**src/rtl/fp16_norm_arbiter.sv**
```systemverilog
// Round-robin front end that shares one two-cycle fp16 normalizer among NREQ requesters.
// A two-stage tag pipeline tracks each issued operand so results return with their requester id.
module fp16_norm_arbiter #(
  parameter int NREQ = 4,
  parameter int XW   = 26,
  parameter int NW   = 20,
  parameter int IDW  = $clog2(NREQ)
) (
  input  logic                 clk,
  input  logic                 rst,
  input  logic [NREQ-1:0]      req_valid,
  input  logic [NREQ*XW-1:0]   req_x,
  input  logic [NREQ-1:0]      req_under,
  output logic [NREQ-1:0]      req_ready,
  output logic [XW-1:0]        norm_i,
  output logic                 norm_under_i,
  output logic                 norm_ce,
  input  logic [NW-1:0]        norm_o,
  input  logic                 norm_under_o,
  input  logic                 norm_inexact_o,
  output logic                 res_valid,
  output logic [IDW-1:0]       res_id,
  output logic [NW-1:0]        res_o,
  output logic                 res_under,
  output logic                 res_inexact,
  input  logic                 res_ready,
  output logic [15:0]          stall_cnt,
  output logic [15:0]          issue_cnt
);

  logic           s1_valid_q, s1_valid_d;
  logic [IDW-1:0] s1_id_q, s1_id_d;
  logic           s2_valid_q, s2_valid_d;
  logic [IDW-1:0] s2_id_q, s2_id_d;
  logic [IDW-1:0] rr_ptr_q, rr_ptr_d;
  logic [15:0]    stall_cnt_q, stall_cnt_d;
  logic [15:0]    issue_cnt_q, issue_cnt_d;

  logic [IDW-1:0] grant_id;
  logic           grant_hit;
  logic           issue;

  // Both operands stay below NREQ, so one conditional subtract implements mod NREQ.
  function automatic logic [IDW-1:0] ptr_add(input logic [IDW-1:0] p, input int k);
    int s;
    s = int'(p) + k;
    if (s >= NREQ) s = s - NREQ;
    return IDW'(s);
  endfunction

  // The whole pipeline freezes only when a finished result is waiting on the consumer.
  assign norm_ce = !(s2_valid_q && !res_ready);

  always_comb begin
    grant_id  = rr_ptr_q;
    grant_hit = 1'b0;
    for (int k = 0; k < NREQ; k++) begin
      if (!grant_hit && req_valid[ptr_add(rr_ptr_q, k)]) begin
        grant_hit = 1'b1;
        grant_id  = ptr_add(rr_ptr_q, k);
      end
    end
  end

  assign issue = grant_hit && norm_ce && !rst;

  always_comb begin
    req_ready    = '0;
    norm_i       = req_x[XW-1:0];
    norm_under_i = req_under[0];
    for (int i = 0; i < NREQ; i++) begin
      if (grant_id == IDW'(i)) begin
        req_ready[i] = issue;
        norm_i       = req_x[i*XW +: XW];
        norm_under_i = req_under[i];
      end
    end
  end

  always_comb begin
    s1_valid_d  = s1_valid_q;
    s1_id_d     = s1_id_q;
    s2_valid_d  = s2_valid_q;
    s2_id_d     = s2_id_q;
    rr_ptr_d    = rr_ptr_q;
    stall_cnt_d = stall_cnt_q;
    issue_cnt_d = issue_cnt_q;
    if (norm_ce) begin
      s2_valid_d = s1_valid_q;
      s2_id_d    = s1_id_q;
      s1_valid_d = issue;
      s1_id_d    = grant_id;
    end else begin
      stall_cnt_d = stall_cnt_q + 16'd1;
    end
    if (issue) begin
      rr_ptr_d    = ptr_add(grant_id, 1);
      issue_cnt_d = issue_cnt_q + 16'd1;
    end
  end

  always_ff @(posedge clk) begin
    if (rst) begin
      s1_valid_q  <= 1'b0;
      s1_id_q     <= '0;
      s2_valid_q  <= 1'b0;
      s2_id_q     <= '0;
      rr_ptr_q    <= '0;
      stall_cnt_q <= '0;
      issue_cnt_q <= '0;
    end else begin
      s1_valid_q  <= s1_valid_d;
      s1_id_q     <= s1_id_d;
      s2_valid_q  <= s2_valid_d;
      s2_id_q     <= s2_id_d;
      rr_ptr_q    <= rr_ptr_d;
      stall_cnt_q <= stall_cnt_d;
      issue_cnt_q <= issue_cnt_d;
    end
  end

  assign res_valid   = s2_valid_q;
  assign res_id      = s2_id_q;
  assign res_o       = norm_o;
  assign res_under   = norm_under_o;
  assign res_inexact = norm_inexact_o;
  assign stall_cnt   = stall_cnt_q;
  assign issue_cnt   = issue_cnt_q;

endmodule
```
**config.mk**
```make
export PLATFORM = sky130hd
export DESIGN_NAME = fp16_norm_arbiter
export DESIGN_NICKNAME = d
export VERILOG_FILES = /design/src/rtl/fp16_norm_arbiter.sv
export SDC_FILE = /design/constraint.sdc
export NUM_CORES = 1
export LEC_CHECK = 0
export ABC_AREA = 1
export ABC_CLOCK_PERIOD_IN_PS = 7600
export BUFFER_PORTS_ARGS = -buffer_cell sky130_fd_sc_hd__buf_2
export CAP_MARGIN = 40
export CORE_UTILIZATION = 45
export CTS_BUF_LIST = sky130_fd_sc_hd__clkbuf_8
export DETAILED_ROUTE_END_ITERATION = 16
export GPL_ROUTABILITY_DRIVEN = 0
export PLACE_DENSITY_LB_ADDON = 0.15
export SLEW_MARGIN = 30
export SYNTH_ARGS = -nofsm -noshare
export SYNTH_HDL_FRONTEND = slang
export SYNTH_SLANG_ARGS = --single-unit
```
**constraint.sdc**
```tcl
create_clock -name clk -period 7.6 [get_ports clk]
set_clock_uncertainty 0.2 [all_clocks]
set_input_delay 1.52 -clock clk [delete_from_list [all_inputs] [get_ports clk]]
set_output_delay 1.52 -clock clk [all_outputs]
set_load 0.02 [all_outputs]
```
==> flow_summary.toml <==
[worst_setup_path]
start_kind = "primary input"
cp_num_buf_inv = 6
cpMostUsedCell = "nand2_1"
crit_family = "buffers and inverters"
slowest_delay_ps = 410
critical_path_required_ps = 5880
cp_cell_sequence = "buf_2 -> nand2_1 -> nand3_1 -> nand2_1 -> inv_2 -> nor2_8 -> nand4_1 -> nand2_1 -> inv_1 -> ha_1 -> buf_4 -> inv_2 -> nand2_1 -> nand3_1 -> o21ai_0 -> o21ai_0 -> buf_2"
critPathKind = "in2out"
setup.worst_path.end_class = "primary output"
path_max_fanout = 28
worstPathArrival_ps = 4110
cp_slowest_cell = "inv_2"

[logic_synthesis]
async_reset_ff_frac = 0
synth_enable_flop_cells = 0
ys.flop_type = "dfxtp_1"
netlist_instances = 555
ys_types = 31
yosys.area.top_type_share = 0.237
synth_seq_area_share = 0.237
yosysTopAreaCell = "dfxtp_1"
syn_area_um2 = 3370
synth.most_common_cell = "nand2_1"
synth_area_per_cell_um2 = 6.08
synth_area_leaders = "dfxtp_1, nand2_1, nand3_1"
synth.net_count = 698
ys.warnings.count = 0
synth_commonest_cells = "nand2_1, nand3_1, o21ai_0"
synth-seq-cells = 40

[timing]
finalHoldViolCount = 0
fin_setup_tns_ps = 0
worst_slack_ps = 1770
worstMarginPinSlew_ps = 742
timing.final.crit_share = 0.767
maxSlewViolCount = 0
fin_crit_ps = 5830
setup_violations = 0
grt_setup_unrepaired = "false"
relSlewSlack = 0.504
clock.fmax_mhz = 172

[floorplan]
rows = 31
coreArea_um2 = 7250
dieWidth_um = 88.6
dieArea_um2 = 7850
ios = 226
initial_utilization = 0.465
die_h_um = 88.6

[cts]
root_buffer = "clkbuf_8"
postCtsResizedCells = 0
cts_made_buffers = 5
clkSlewWorstSetupHoldPaths_ps = 80
cts.sinks = 40
cts_tree = "built"
htree_levels = 2
ctsHoldBuffers = 0
clock_path_buffers = 2
post-cts-setup-buffers = 0
clk_latency_ps = 290

[job]
maxCapViolations = 0

[route]
drcViolationCount = 0
wl_per_cell_um = 13.9
totalWireLength_mm = 11.1
drtAntennaViolNets = 0
drt_iter0_markers = 152
viasPerCell = 5.17
routed-via-count = 4135
drtPass1Iterations = 4

[placement]
port_buffers = 181
dp_slack_ps = 1810
hpwl_mm = 8.69

[global_route]
globalRouteOverflowTotal = 0
grt_pass1_wl_mm = 15.8
grt.total_usage = 0.262
grt_max_degree = 56
grt_antenna_before_repair = 1
grt_pass1_vias = 3222

[power]
vdd_drop_max_mv = 0.261
powerDensity_nw_per_um2 = 463
p_leak_uw = 0.00210

[cells_and_area]
drive_gt1_frac = 0.327
nets = 842
area_growth_syn_to_layout_pct = 25.9

[run_status]
outcome = "complete, no violations"

[min_path]
min_path_type = "reg2reg"
cells by family after synthesis:
group,Yosys count,share of synthesized area
compound gates,94,0.155
xor+xnor,15,0.0389
simple gates,313,0.416
buf+inv,87,0.131
flops,40,0.237
fa+ha+maj,6,0.0223
power breakdown:
part	total, uW	switching, uW	leakage (uW)	internal [uW]
clock network	171	75.1	0.0000593	96.1
logic	1540	1060	0.00171	475
registers	255	25.2	0.000325	230
flip-flops by register name, summed over array words and instances (netlist names):
register and cells:
issue_cnt 16, res_id 2, res_valid 1, rr_ptr_q 2
s1_id_q 2, s1_valid_q 1, stall_cnt 16
layer usage:
metal,track usage,vias up,part of all wire,routed length (um)
met1,0.368,1878,0.45,5000
met3,0.0606,16,0.080,889
li1,-,2082,-,-
met4,0.0381,0,0.0093,104
met2,0.417,159,0.46,5150
met5,0,-,0,0
final timing paths:
path / from / end / slack, ps / depth (start not counted)
min reg2reg: s1_valid_q$_SDFFE_PP0N_ / res_valid$_SDFFE_PP0N_ / 270 / 2
max reg2reg: rr_ptr_q[0]$_SDFFE_PP0P_ / rr_ptr_q[1]$_SDFFE_PP0P_ / 5150 / 13
min: s1_valid_q$_SDFFE_PP0N_ / res_valid$_SDFFE_PP0N_ / 270 / 2
max: req_valid[3] / norm_i[14] / 1770 / 17
final cells by class:
type,count,area [um^2]
Fill cell,770,3010
Multi-Input combinational cell,428,2130
Timing Repair Buffer,184,928
Sequential cell,40,801
Inverter,40,150
Tap cell,99,124
Clock buffer,5,68.8
Clock inverter,3,38.8
Antenna cell,1,2.50
layout by cell type (no fill, tap or decap), types with 2 or more instances in the layout:
cell      instances
dfxtp_1          40
xor2_1           10
buf_4             3
nand2_2          14
a22o_1            2
inv_1            35
ha_1              6
xnor2_1           5
inv_2             6
nand2_1         173
o21ai_0          62
nand3_1          67
buf_2           181
a21oi_2          10
a21oi_1          16
nand4_1          10
clkbuf_8          5
nor2_1           31
nor3_1            9
nand2_4           4
worst register-to-register path, cell delays in order, from the launching register on:
cell,delay [ps]
dfxtp_1,560
inv_2,180
nand2_1,120
nand3_1,70
nand2_1,150
inv_2,80
nor2_8,110
nand4_1,100
nand2_1,190
inv_1,80
ha_1,290
nand3_1,90
nand2_1,50
a21oi_1,110
metrics by stage:
stage / hold slack [ps] / util / area, um^2 / instances / total power (uW)
global route: 303 / 0.585 / 4250 / 800 / 2160
finish: 267 / 0.585 / 4250 / 800 / 1970
global placement: 243 / 0.570 / 4140 / 791 / 1770
floorplan: 227 / - / 3370 / 555 / 1380
CTS: 266 / 0.585 / 4240 / 799 / 1970
detailed placement: 255 / 0.570 / 4140 / 791 / 1790
Power figures use the tool's default switching activity.
